$ cat config.mk
export PLATFORM = sky130hd
export DESIGN_NAME = matrix_host_ctrl
export DESIGN_NICKNAME = d
export VERILOG_FILES = /design/src/rtl/matrix_host_ctrl.sv
export SDC_FILE = /design/constraint.sdc
export NUM_CORES = 1
export LEC_CHECK = 0
export CAP_MARGIN = 10
export CELL_PAD_IN_SITES_DETAIL_PLACEMENT = 1
export CELL_PAD_IN_SITES_GLOBAL_PLACEMENT = 2
export CORE_MARGIN = 4
export CORE_UTILIZATION = 29
export CTS_CLUSTER_SIZE = 20
export DETAILED_ROUTE_END_ITERATION = 12
export HOLD_SLACK_MARGIN = 0.08
export MAX_ROUTING_LAYER = met4
export PLACE_DENSITY = 0.82
export SETUP_SLACK_MARGIN = 0.4
export SLEW_MARGIN = 20
export SYNTH_ARGS = -nofsm -noshare
export SYNTH_HDL_FRONTEND = slang
export SYNTH_SLANG_ARGS = --single-unit
$ cat constraint.sdc
create_clock -name clk -period 4.35 [get_ports clk]
set_input_delay 0.87 -clock clk [delete_from_list [all_inputs] [get_ports clk]]
set_output_delay 0.87 -clock clk [all_outputs]
set_load 0.05 [all_outputs]
$ cat src/rtl/matrix_host_ctrl.sv
`default_nettype none
// ============================================================================
// Module   : matrix_host_ctrl
// Brief    : Host command front-end for the 5x5 int8 matrix ALU. Loads the
//            operand matrices, sequences EXEC against the ALU handshake and
//            returns one response word per accepted command.
// Revision : 1.0
// ============================================================================
module matrix_host_ctrl #(
    parameter int TIMEOUT_CYCLES = 64,
    parameter int MAT_BITS       = 200
) (
    input  logic                clk,
    input  logic                rst_n,
    input  logic                cmd_valid,
    output logic                cmd_ready,
    input  logic [31:0]         cmd_data,
    output logic                rsp_valid,
    input  logic                rsp_ready,
    output logic [15:0]         rsp_data,
    output logic [MAT_BITS-1:0] alu_a_flat,
    output logic [MAT_BITS-1:0] alu_b_flat,
    output logic [2:0]          alu_opcode,
    output logic [7:0]          alu_f,
    output logic [2:0]          alu_n,
    input  logic [MAT_BITS-1:0] alu_c_flat,
    input  logic                alu_overflow,
    input  logic                alu_done,
    output logic                busy
);

    localparam logic [1:0] c_IDLE   = 2'd0;
    localparam logic [1:0] c_SETTLE = 2'd1;
    localparam logic [1:0] c_WAIT   = 2'd2;
    localparam logic [1:0] c_RESP   = 2'd3;

    localparam logic [2:0] c_CMD_LOAD_A = 3'b001;
    localparam logic [2:0] c_CMD_LOAD_B = 3'b010;
    localparam logic [2:0] c_CMD_EXEC   = 3'b011;
    localparam logic [2:0] c_CMD_READ_C = 3'b100;
    localparam logic [2:0] c_CMD_CLEAR  = 3'b101;

    localparam int               c_CNT_W    = (TIMEOUT_CYCLES > 1) ? $clog2(TIMEOUT_CYCLES) : 1;
    localparam logic [c_CNT_W-1:0] c_CNT_LAST = c_CNT_W'(TIMEOUT_CYCLES - 1);
    localparam int               c_IDX_W    = $clog2(MAT_BITS);
    localparam logic [4:0]       c_IDX_MAX  = 5'd24;

    logic [1:0]          r_state;
    logic [1:0]          w_state_nxt;
    logic [MAT_BITS-1:0] r_a;
    logic [MAT_BITS-1:0] r_b;
    logic [MAT_BITS-1:0] r_c;
    logic                r_ovf;
    logic [2:0]          r_alu_opcode;
    logic [7:0]          r_alu_f;
    logic [2:0]          r_alu_n;
    logic [15:0]         r_rsp_data;
    logic [c_CNT_W-1:0]  r_cnt;

    logic                w_accept;
    logic [2:0]          w_cmd;
    logic [4:0]          w_idx;
    logic [7:0]          w_data;
    logic [2:0]          w_op;
    logic [2:0]          w_size;
    logic                w_idx_ok;
    logic [c_IDX_W-1:0]  w_base;
    logic                w_cnt_last;
    logic                w_unused;

    assign w_cmd      = cmd_data[2:0];
    assign w_idx      = cmd_data[7:3];
    assign w_data     = cmd_data[15:8];
    assign w_op       = cmd_data[18:16];
    assign w_size     = cmd_data[21:19];
    assign w_unused   = ^cmd_data[31:22];
    assign w_idx_ok   = (w_idx <= c_IDX_MAX);
    assign w_base     = c_IDX_W'(w_idx) << 3;
    assign w_accept   = cmd_valid && cmd_ready;
    assign w_cnt_last = (r_cnt == c_CNT_LAST);

    function automatic logic [15:0] build_rsp(input logic timeout, input logic bad,
                                              input logic ovf, input logic [7:0] data);
        return {5'b0, timeout, bad, ovf, data};
    endfunction

    // State register
    always_ff @(posedge clk) begin
        if (!rst_n) begin
            r_state <= c_IDLE;
        end else begin
            r_state <= w_state_nxt;
        end
    end

    // Next-state logic; EXEC with op 000 never touches the ALU
    always_comb begin
        w_state_nxt = r_state;
        case (r_state)
            c_IDLE: begin
                if (w_accept) begin
                    if ((w_cmd == c_CMD_EXEC) && (w_op != 3'b000)) begin
                        w_state_nxt = c_SETTLE;
                    end else begin
                        w_state_nxt = c_RESP;
                    end
                end
            end
            c_SETTLE: w_state_nxt = c_WAIT;
            c_WAIT: begin
                if (alu_done || w_cnt_last) begin
                    w_state_nxt = c_RESP;
                end
            end
            c_RESP: begin
                if (rsp_ready) begin
                    w_state_nxt = c_IDLE;
                end
            end
            default: w_state_nxt = c_IDLE;
        endcase
    end

    // Handshake outputs; cmd_ready is also gated while reset is asserted
    always_comb begin
        cmd_ready = 1'b0;
        rsp_valid = 1'b0;
        busy      = 1'b0;
        cmd_ready = rst_n && (r_state == c_IDLE);
        rsp_valid = (r_state == c_RESP);
        busy      = (r_state != c_IDLE);
    end

    // Operand, result and response registers
    always_ff @(posedge clk) begin
        if (!rst_n) begin
            r_a          <= '0;
            r_b          <= '0;
            r_c          <= '0;
            r_ovf        <= 1'b0;
            r_alu_opcode <= 3'b000;
            r_alu_f      <= 8'h00;
            r_alu_n      <= 3'd5;
            r_rsp_data   <= 16'h0000;
            r_cnt        <= '0;
        end else begin
            case (r_state)
                c_IDLE: begin
                    if (w_accept) begin
                        case (w_cmd)
                            c_CMD_LOAD_A: begin
                                if (w_idx_ok) begin
                                    r_a[w_base +: 8] <= w_data;
                                end
                                r_rsp_data <= build_rsp(1'b0, !w_idx_ok, 1'b0, w_data);
                            end
                            c_CMD_LOAD_B: begin
                                if (w_idx_ok) begin
                                    r_b[w_base +: 8] <= w_data;
                                end
                                r_rsp_data <= build_rsp(1'b0, !w_idx_ok, 1'b0, w_data);
                            end
                            c_CMD_EXEC: begin
                                if (w_op == 3'b000) begin
                                    r_rsp_data <= build_rsp(1'b0, 1'b1, 1'b0, 8'h00);
                                end else begin
                                    r_alu_opcode <= w_op;
                                    r_alu_f      <= w_data;
                                    r_alu_n      <= w_size;
                                    r_cnt        <= '0;
                                end
                            end
                            c_CMD_READ_C: begin
                                r_rsp_data <= build_rsp(1'b0, !w_idx_ok, r_ovf,
                                                        w_idx_ok ? r_c[w_base +: 8] : 8'h00);
                            end
                            c_CMD_CLEAR: begin
                                r_a        <= '0;
                                r_b        <= '0;
                                r_c        <= '0;
                                r_ovf      <= 1'b0;
                                r_rsp_data <= 16'h0000;
                            end
                            default: begin
                                r_rsp_data <= 16'h0000;
                            end
                        endcase
                    end
                end
                c_WAIT: begin
                    // A late done on the final count still counts as completion
                    if (alu_done) begin
                        r_c          <= alu_c_flat;
                        r_ovf        <= alu_overflow;
                        r_alu_opcode <= 3'b000;
                        r_rsp_data   <= build_rsp(1'b0, 1'b0, alu_overflow, alu_c_flat[7:0]);
                    end else if (w_cnt_last) begin
                        r_alu_opcode <= 3'b000;
                        r_rsp_data   <= build_rsp(1'b1, 1'b0, 1'b0, 8'h00);
                    end else begin
                        r_cnt <= r_cnt + 1'b1;
                    end
                end
                default: begin
                end
            endcase
        end
    end

    assign rsp_data   = r_rsp_data;
    assign alu_a_flat = r_a;
    assign alu_b_flat = r_b;
    assign alu_opcode = r_alu_opcode;
    assign alu_f      = r_alu_f;
    assign alu_n      = r_alu_n;

endmodule
`default_nettype wire

# Word-level counts from Yosys, hierarchy flattened
# Cells that the tools add are included.
[classes]
n_addsub = 2
magnitude_cmp = 1
n_eq_ne = 22
n_shift = 3
mux = 38
bitwise = 1
n_reduce_logical = 21
[ops]
columns = ["op", "count"]
rows = [
  ["200-bit case mux with 2 select lines", 3],
  ["200-bit two-way mux", 5],
  ["200-bit bitwise mux", 2],
  ["8-bit by 10-bit variable shift with 200-bit output (first input constant)", 1],
  ["200-bit by 9-bit indexed part select with 8-bit output", 1],
  ["8-bit by 10-bit indexed part select with 200-bit output", 1],
  ["16-bit two-way mux", 4],
  ["16-bit case mux with 3 select lines", 1],
  ["16-bit case mux with 2 select lines", 1],
  ["6-bit two-way mux", 5],
  ["4-bit AND reduction", 5],
  ["2-bit inequality test (second input constant)", 9],
  ["3-bit two-way mux", 5],
  ["6-bit case mux with 2 select lines", 1],
  ["8-bit negation with 10-bit output", 1],
  ["2-bit two-way mux", 4],
  ["8-bit two-way mux", 1],
  ["2-bit case mux with 4 select lines", 1],
  ["2-bit nonzero test", 4],
  ["6-bit by 1-bit adder with 6-bit output (second input constant)", 1],
  ["3-bit by 2-bit equality test with 1-bit output (second input constant)", 2],
  ["3-bit equality test (second input constant)", 2],
  ["6-bit equality test (second input constant)", 1],
  ["3-bit case mux with 2 select lines", 1],
  ["other kinds (20)", 26],
]
[totals]
regBits = 639
in_bits = 238
out_inout_bits = 433

# Longest topological paths before layout
# Gate-level depths: netlist (run 1).
[depth]
ltp_word = 5
ltp_mapped = 16

# Worst setup path before layout (run 1)
# No wires, ideal clock.
[synth_path]
path_type = "input-to-reg"
from = "in cmd_data[3]"
to = "reg r_b[192], in the netlist alu_b_flat[192]"
arrival_ps = 3961
setup_slack_ps = 329
stages = 12
n_path_buf = 5
cell_sequence = "buf_2 > buf_2 > buf_4 > buf_2 > buf_4 > inv_1 > ha_1 > or2_2 > nor2_1 > nand2_1 > nor4_1 > a22o_1"
[synth_via]
elab_chain_cells = 5
[synth_rtl]
columns = ["item", "line_no", "text"]
rows = [
  ["from (decl)", "17", "input logic [31:0] cmd_data,"],
  ["8-bit negation with 10-bit output", "159", "r_b[w_base +: 8] <= w_data;"],
  ["8-bit by 10-bit indexed part select with 200-bit output / 8-bit by 10-bit variable shift with 200-bit output (equally long branches)", "159", ""],
  ["200-bit bitwise mux", "159", ""],
  ["200-bit two-way mux", "158", "if (w_idx_ok) begin"],
  ["200-bit case mux with 2 select lines", "150", "case (w_cmd)"],
  ["to (signal, indexed assignment)", "159", ""],
  ["to (decl)", "51", "logic [MAT_BITS-1:0] r_b;"],
]
# Several ways; a longest one is shown, not always the timed one. The select of a mux whose other input is x is not followed.
# A chain may end at the register's enable or synchronous reset.

# Final worst setup path (run 1)
[layout_path]
from = "reg r_state[0]"
to = "reg r_a[104], in the netlist alu_a_flat[104]"
[layout_via]
elab_chain_cells = 4
[layout_rtl]
columns = ["item", "line_no", "text"]
rows = [
  ["from (decl)", "48", "logic [1:0] r_state;"],
  ["from (signal assigned)", "90", "r_state <= c_IDLE;"],
  ["from (signal assigned)", "92", "r_state <= w_state_nxt;"],
  ["2-bit zero test *", "129, 147", ""],
  ["1-bit logical AND", "129", "cmd_ready = rst_n && (r_state == c_IDLE);"],
  ["1-bit logical AND", "79", "assign w_accept = cmd_valid && cmd_ready;"],
  ["4-bit AND reduction (no source line) *", "-", ""],
  ["to (signal, indexed assignment)", "153", "r_a[w_base +: 8] <= w_data;"],
  ["to (decl)", "50", "logic [MAT_BITS-1:0] r_a;"],
]
# Mark *: on every way between the ends. The rest lies on a longest branch, timed or not.

==> metrics.yaml, run 1 <==
worst_hold_path_type: "reg2reg"
yosysUniqueCellTypes: 77
yosys-top-cells-count: "634 x dfxtp_1, 520 x nand2_1, 382 x nand3_1, 184 x a21boi_0, 176 x clkbuf_1"
hold_start: "r_c[37]$_SDFFE_PN0P_"
slowest_stage: "a21boi_0"
rows: 109
critPathKind: "reg2reg"
fillers: 10173
rsz0062_at_grt: "no"
drcViolationCount: 0
slowest_delay_ps: 900
rrSetupSlack_ps: 610
worst_pin_slew_ps: 1120
crit_fanout: 16
drt-wirelength-per-cell_um: 25.2
r2r_start: "r_state[0]$_SDFFE_PN0P_"
cp.required_ps: 4860
root_buffer: "clkbuf_16"
start_util_pct: 29.4
synth_top_cell_area_share_pct: 48.5
core_sq_mm: 0.0891
relSlewSlack_pct: 25.0
arrival_ps: 4250
cts_buffers: 75
fin_tns_setup_ps: 0
overflow: 0
syn_inst: 2913
synth_most_common_cell: "dfxtp_1"
drt_iter0_markers: 2011
post-place-ws_ps: 229
cts_tree: "built"
use_met2_pct: 40.7
grt_use_total_pct: 24.8
finalPower_mw: 15.7
die_w_um: 309
syn_area_sq_mm: 0.0262
path_delay_family: "simple AND/OR/NAND/NOR gates"
multi_input_area_sq_mm: 0.0125
io_pins: 671
first_pass_iters: 5
switching_power_mw: 5.09
routed_wl_mm: 119
ant_nets: 0
ys_seq_area_share_pct: 48.5
die-area_sq_mm: 0.0952
end_kind: "register"
crit_path_cell_trace: "inv_1 -> ha_1 -> and3_1 -> and2_1 -> a21boi_0 -> nand2_1 -> nand3_1 -> o21ai_0"
area_delta_synth_final_pct: 39.7
crit_buf_inv: 1
post_cts_resized: 0
slew_violations: 0
synth_warnings: 0
clk_path_buf_depth: 3
status: "completed"
reg2reg_depth: 8
hold_buffers: 0
syn_avg_cell_area_sq_um: 8.99
yosys.area.top_type: "dfxtp_1"
pwr-share-clk_pct: 41.2
hold_depth: 2
cp-start-kind: "register"
die_y_um: 309
grt_use_met3_pct: 6.62
cap_violations: 0
post-route-period-util_pct: 86.1
synthTopCellsByArea: "dfxtp_1 48%, nand2_1 7.5%, nand3_1 7.3%, a21boi_0 5.3%, mux2i_1 4.5%"
hold_viol: 0
grt_use_met1_pct: 30.0
dr_total_vias: 24618
htree_levels: 3
switching_share_pct: 32.4
grt_pass1_vias: 24841
yosys_register_bits: 634
power_density_mw_per_mm2: 429
cts_setup_buffers: 0
skew_ps: 19.3
synthFlopType: "dfxtp_1"
hold_path_end: "r_c[37]$_SDFFE_PN0P_"
grt_pass1_wl_mm: 172
dpl.hpwl_mm: 87.2
vdd_ir_drop_max_v: 0.000334
async_reset_ff_share_pct: 0
routabilityCongestion: 0.849
min_period_ps: 3740
cts.clk_slew.worst_paths_ps: 60
comb_power_share_pct: 19.9
viasPerCell: 5.20
internal-power_mw: 10.6
grt.busiest_layer: "met2"
fmax_ghz: 0.267
portBuffers: 655
setup_viol: 0
worst_skew_pair.late_latency_ps: 630
grt_max_degree: 248
p_leak_nw: 12.6
finalNetCount: 3739
synth_enable_flop_cells: 0
rr_endpoint: "alu_a_flat[104]$_SDFFE_PN0P_"
ff_latch_area_sq_mm: 0.0127
drive_above_1_share_pct: 8.35
antenna_found_initial: 23
setup_slack_ps: 606
cts_sinks: 634
p_seq_share_pct: 38.9
==> area by class of cell <==
type | instances | share of cell area [%]
Clock inverter | 25 | 1.07
Timing Repair Buffer | 746 | 19.9
Sequential cell | 634 | 34.7
Antenna cell | 22 | 0.150
Tap cell | 1165 | 3.98
Clock buffer | 106 | 5.80
Inverter | 19 | 0.195
Multi-Input combinational cell | 2016 | 34.2
==> how the worst max path moves through the flow <==
stage	startpoint	endpoint	slack, ps	cells past startpoint
2_1_floorplan	cmd_data[3]	alu_b_flat[166]$_SDFFE_PN0P_	420	15
3_3_place_gp	cmd_data[7]	alu_a_flat[106]$_SDFFE_PN0P_	280	7
3_5_place_dp	cmd_data[7]	alu_a_flat[104]$_SDFFE_PN0P_	230	7
4_1_cts	r_state[0]$_SDFFE_PN0P_	alu_a_flat[108]$_SDFFE_PN0P_	640	8
5_1_grt	r_state[0]$_SDFFE_PN0P_	alu_a_flat[108]$_SDFFE_PN0P_	420	8
6_report	r_state[0]$_SDFFE_PN0P_	alu_a_flat[104]$_SDFFE_PN0P_	610	8
==> cells in the final DEF (no fill, tap or decap), types with 19 or more instances in the layout <==
cell and instances:
clkdlybuf4s50_1 642, dfxtp_1 634, nand2_1 520, nand3_1 382, a21boi_0 184, o21ai_0 151
mux2i_1 119, a22o_1 112, buf_4 85, clkbuf_16 75, nor2_1 73, a21boi_1 40
nor2b_1 39, a22oi_1 34, mux4_2 34, nand4_1 33, o22ai_1 29, diode_2 22
inv_1 19, and3_1 19
==> layer usage <==
layer  routed length, um  part of all wire [%]  vias to the layer above
li1                    -                     -                    11556
met1               50300                    42                    12179
met2               57100                    48                      733
met3                8610                   7.2                      150
met4                3500                   2.9                        0
met5                   0                     0                        -
==> registers in the layout, indices dropped and copies added, names as in the netlist <==
register / cells
alu_a_flat: 200
alu_b_flat: 200
r_c: 200
rsp_data: 11
alu_f: 8
r_cnt: 6
alu_n: 3
alu_opcode: 3
r_state: 2
r_ovf: 1
==> per-stage QoR <==
step / cell area, sq um / cells / hold slack [ps] / utilization, %
after detailed placement: 34000 / 4580 / 444 / 38.2
after CTS: 36500 / 4711 / 452 / 41.0
after global placement: 34000 / 4580 / 437 / 38.2
final: 36600 / 4733 / 452 / 41.1
after floorplan: 26200 / 2917 / 428 / -
after global routing: 36600 / 4731 / 472 / 41.1
==> power by group through the flow <==
| stage | sequential [mW] | combinational (mW) | clock [mW] |
|---|---|---|---|
| floorplan | 6.30 | 1.84 | 0 |
| global placement | 6.23 | 3.14 | 0 |
| detailed placement | 6.24 | 3.15 | 0 |
| CTS | 6.11 | 3.16 | 6.61 |
| global route | 6.13 | 3.38 | 6.87 |
| finish | 6.11 | 3.13 | 6.47 |
==> worst register-to-register path: cells and delay by family, from the launching register on <==
kind,cells,cell delay [ps]
AOI/OAI and AO/OA,2,1000
adders and majority gates,1,490
and+or+nand+nor,4,1690
DFF,1,310
buffers and inverters,1,140
==> kinds of logic (layout without fill, tap and decap cells) <==
group | Yosys count | in the layout | share of synthesized area (%)
DFF | 634 | 634 | 48.5
and+or+nand+nor | 1154 | 1154 | 20.1
adders and majority gates | 10 | 10 | 0.468
buffers and inverters | 267 | 896 | 4.23
muxes | 159 | 159 | 7.73
other | 1 | 27 | 0.0143
AOI/OAI and AO/OA | 678 | 678 | 18.6
xor gates and xnor gates | 10 | 10 | 0.334
No activity file was read; power rests on OpenSTA's default activity.
==> run 2, diff against run 1 <==
--- a/config.mk
+++ b/config.mk
@@ -10,7 +10,7 @@
 export CELL_PAD_IN_SITES_GLOBAL_PLACEMENT = 2
 export CORE_MARGIN = 4
 export CORE_UTILIZATION = 29
-export CTS_CLUSTER_SIZE = 20
+export CTS_CLUSTER_SIZE = 16
 export DETAILED_ROUTE_END_ITERATION = 12
 export HOLD_SLACK_MARGIN = 0.08
 export MAX_ROUTING_LAYER = met4
==> results of run 2 <==
No change in the layout: final DEF, timing and power equal those of run 1.
==> run 3, diff against run 2 <==
--- a/config.mk
+++ b/config.mk
@@ -9,12 +9,12 @@
 export CELL_PAD_IN_SITES_DETAIL_PLACEMENT = 1
 export CELL_PAD_IN_SITES_GLOBAL_PLACEMENT = 2
 export CORE_MARGIN = 4
-export CORE_UTILIZATION = 29
+export CORE_UTILIZATION = 31
 export CTS_CLUSTER_SIZE = 16
 export DETAILED_ROUTE_END_ITERATION = 12
 export HOLD_SLACK_MARGIN = 0.08
 export MAX_ROUTING_LAYER = met4
-export PLACE_DENSITY = 0.82
+export PLACE_DENSITY = 0.87
 export SETUP_SLACK_MARGIN = 0.4
 export SLEW_MARGIN = 20
 export SYNTH_ARGS = -nofsm -noshare
==> constraint.sdc (replaced) <==
create_clock -name clk -period 4.72 [get_ports clk]
set_input_delay 0.472 -clock clk [delete_from_list [all_inputs] [get_ports clk]]
set_output_delay 0.472 -clock clk [all_outputs]
set_load 0.05 [all_outputs]
==> run 3 against run 2 <==
  * First-iteration DRC count decreased by 20%
  * Die area decreased by 6.3%
  * Clock-buffer cell count is 3 higher
  * Setup slack improved by 450 ps
  * Sequential share of layout area up 0.13 points
  * Fmax is 2.1% higher
  * Clock skew up 4.9 ps
  * Sequential cell count unchanged
  * Critical endpoint is now alu_a_flat[2]$_SDFFE_PN0P_
  * Design area down 0.38%
  * Routed wire length is 0.78% lower
  * Critical path type unchanged
  * Hold slack worse by 120 ps
==> metrics.yaml, run 3 (synthesized netlist as in run 1, its figures left out) <==
status: "completed"  # unchanged
routed_wl_mm: 119  # about the same
dp_cells: 4522  # was 4,580
die_w_um: 299  # was 309 um
cp-start-kind: "register"  # unchanged
setup_slack_ps: 1050  # was 606 ps
fin_util_pct: 43.6  # was 41.1%
hold_start: "cmd_data[13]"  # was r_c[37]$_SDFFE_PN0P_
area_delta_synth_final_pct: 39.1  # was 39.7%
die_y_um: 299  # was 309 um
end_kind: "register"  # unchanged
root_buffer: "clkbuf_16"  # unchanged
drt_iter0_markers: 1599  # was 2,011
io_pins: 671  # unchanged
dr_total_vias: 24713  # was 24,618
hold_path_end: "alu_b_flat[133]$_SDFFE_PN0P_"  # was r_c[37]$_SDFFE_PN0P_
p_leak_nw: 12.5  # was 12.6 nW
fmax_ghz: 0.273  # was 0.267 GHz
design_area_sq_mm: 0.0364  # was 0.0366 sq mm
rsz0062_at_grt: "no"  # unchanged
finalNetCount: 3712  # was 3,739
critPathKind: "reg2reg"  # unchanged
vdd_ir_drop_max_v: 0.000319  # was 0.000334 V
die-area_sq_mm: 0.0892  # was 0.0952 sq mm
power_density_mw_per_mm2: 402  # was 429 mW/mm^2
cts.clk_slew.worst_paths_ps: 60  # about the same
holdWs_ps: 332  # was 452 ps
grt_use_total_pct: 26.2  # was 24.8%
post_cts_resized: 0  # unchanged
rr_endpoint: "alu_a_flat[2]$_SDFFE_PN0P_"  # was alu_a_flat[104]$_SDFFE_PN0P_
r2r_start: "r_state[0]$_SDFFE_PN0P_"  # unchanged
setup_viol: 0  # unchanged
grt_use_met1_pct: 30.9  # was 30.0%
relSlewSlack_pct: 26.6  # was 25.0%
skew_ps: 24.2  # was 19.3 ps
cts_tree: "built"  # unchanged
dpl.hpwl_mm: 85.5  # was 87.2 mm
grt_max_degree: 120  # was 248
cts_buffers: 75  # unchanged
worst_skew_pair.late_latency_ps: 630  # about the same
core_sq_mm: 0.0837  # was 0.0891 sq mm
final_cells: 4691  # was 4,733
finalPower_mw: 14.6  # was 15.7 mW
rows: 106  # was 109
hold_viol: 0  # unchanged
viasPerCell: 5.27  # was 5.20
overflow: 0  # unchanged
slew_violations: 0  # unchanged
fin_tns_setup_ps: 0  # unchanged
grt_pass1_vias: 25272  # was 24,841
grt_use_met3_pct: 5.76  # was 6.62%
hold_buffers: 0  # unchanged
cts_sinks: 634  # unchanged
start_util_pct: 31.3  # was 29.4%
cts_setup_buffers: 0  # unchanged
clk_path_buf_depth: 3  # unchanged
arrival_ps: 4220  # was 4250 ps
drive_above_1_share_pct: 7.86  # was 8.35%
htree_levels: 3  # unchanged
post-place-ws_ps: 843  # was 229 ps
use_met2_pct: 43.8  # was 40.7%
worst_hold_path_type: "in2reg"  # was reg2reg
cap_violations: 0  # unchanged
reg2reg_depth: 9  # was 8
ant_nets: 0  # unchanged
crit_fanout: 12  # was 16
worst_pin_slew_ps: 1100  # was 1120 ps
portBuffers: 655  # unchanged
first_pass_iters: 5  # unchanged
hold_depth: 3  # was 2
drcViolationCount: 0  # unchanged
dpl_cell_area_sq_mm: 0.0337  # was 0.0340 sq mm
cp.required_ps: 5270  # was 4860 ps
grt_pass1_wl_mm: 172  # about the same
final_common_cell: "clkdlybuf4s50_1"  # unchanged
rrSetupSlack_ps: 1050  # was 610 ps
grt.busiest_layer: "met2"  # unchanged
post-route-period-util_pct: 77.7  # was 86.1%
routabilityCongestion: 0.854  # was 0.849
mostFrequentLayoutCells: "643 x clkdlybuf4s50_1, 634 x dfxtp_1, 520 x nand2_1"  # was 642 x clkdlybuf4s50_1, 634 x dfxtp_1, 520 x nand2_1
min_period_ps: 3670  # was 3740 ps
antenna_found_initial: 31  # was 23
drt-wirelength-per-cell_um: 25.3  # was 25.2 um
==> run 3: critical path, cell delays in order (launching register included) <==
cell     delay [ps]
dfxtp_1         310
inv_1           140
ha_1            520
and3_1          510
o311a_1         520
nand2_1         120
buf_4           240
nor2_1          850
a22oi_1         190
nor2b_1         190
==> run 3: routing by layer <==
metal,vias to the layer above,wire length (um)
li1,11543,-
met5,-,0
met2,795,57400
met1,12186,48500
met3,189,7980
met4,0,4650
==> run 3: layout make-up <==
type                            count  area, sq um
Fill cell                        9511        47200
Sequential cell                   634        12700
Multi-Input combinational cell   2016        12500
Clock inverter                     28          438
Tap cell                         1134         1420
Inverter                           19         71.3
Antenna cell                       32         80.1
Timing Repair Buffer              719         7040
Clock buffer                      109         2210
==> run 3: how the worst max path moves through the flow <==
stage | slack (ps) | depth (start not counted) | endpoint | startpoint
6_report | 1050 | 9 | alu_a_flat[2]$_SDFFE_PN0P_ | r_state[0]$_SDFFE_PN0P_
5_1_grt | 810 | 8 | alu_a_flat[150]$_SDFFE_PN0P_ | r_state[0]$_SDFFE_PN0P_
4_1_cts | 1120 | 8 | alu_a_flat[145]$_SDFFE_PN0P_ | r_state[0]$_SDFFE_PN0P_
3_5_place_dp | 840 | 8 | alu_b_flat[68]$_SDFFE_PN0P_ | cmd_data[7]
3_3_place_gp | 900 | 8 | alu_a_flat[164]$_SDFFE_PN0P_ | cmd_data[7]
2_1_floorplan | 1100 | 12 | alu_b_flat[192]$_SDFFE_PN0P_ | cmd_data[3]
==> run 3: power by group <==
group	internal (mW)	switching, mW	total, mW	leakage [nW]
sequential	5.53	0.102	5.63	5.11
combinational	0.755	2.04	2.80	6.07
clock	3.72	2.49	6.21	1.28
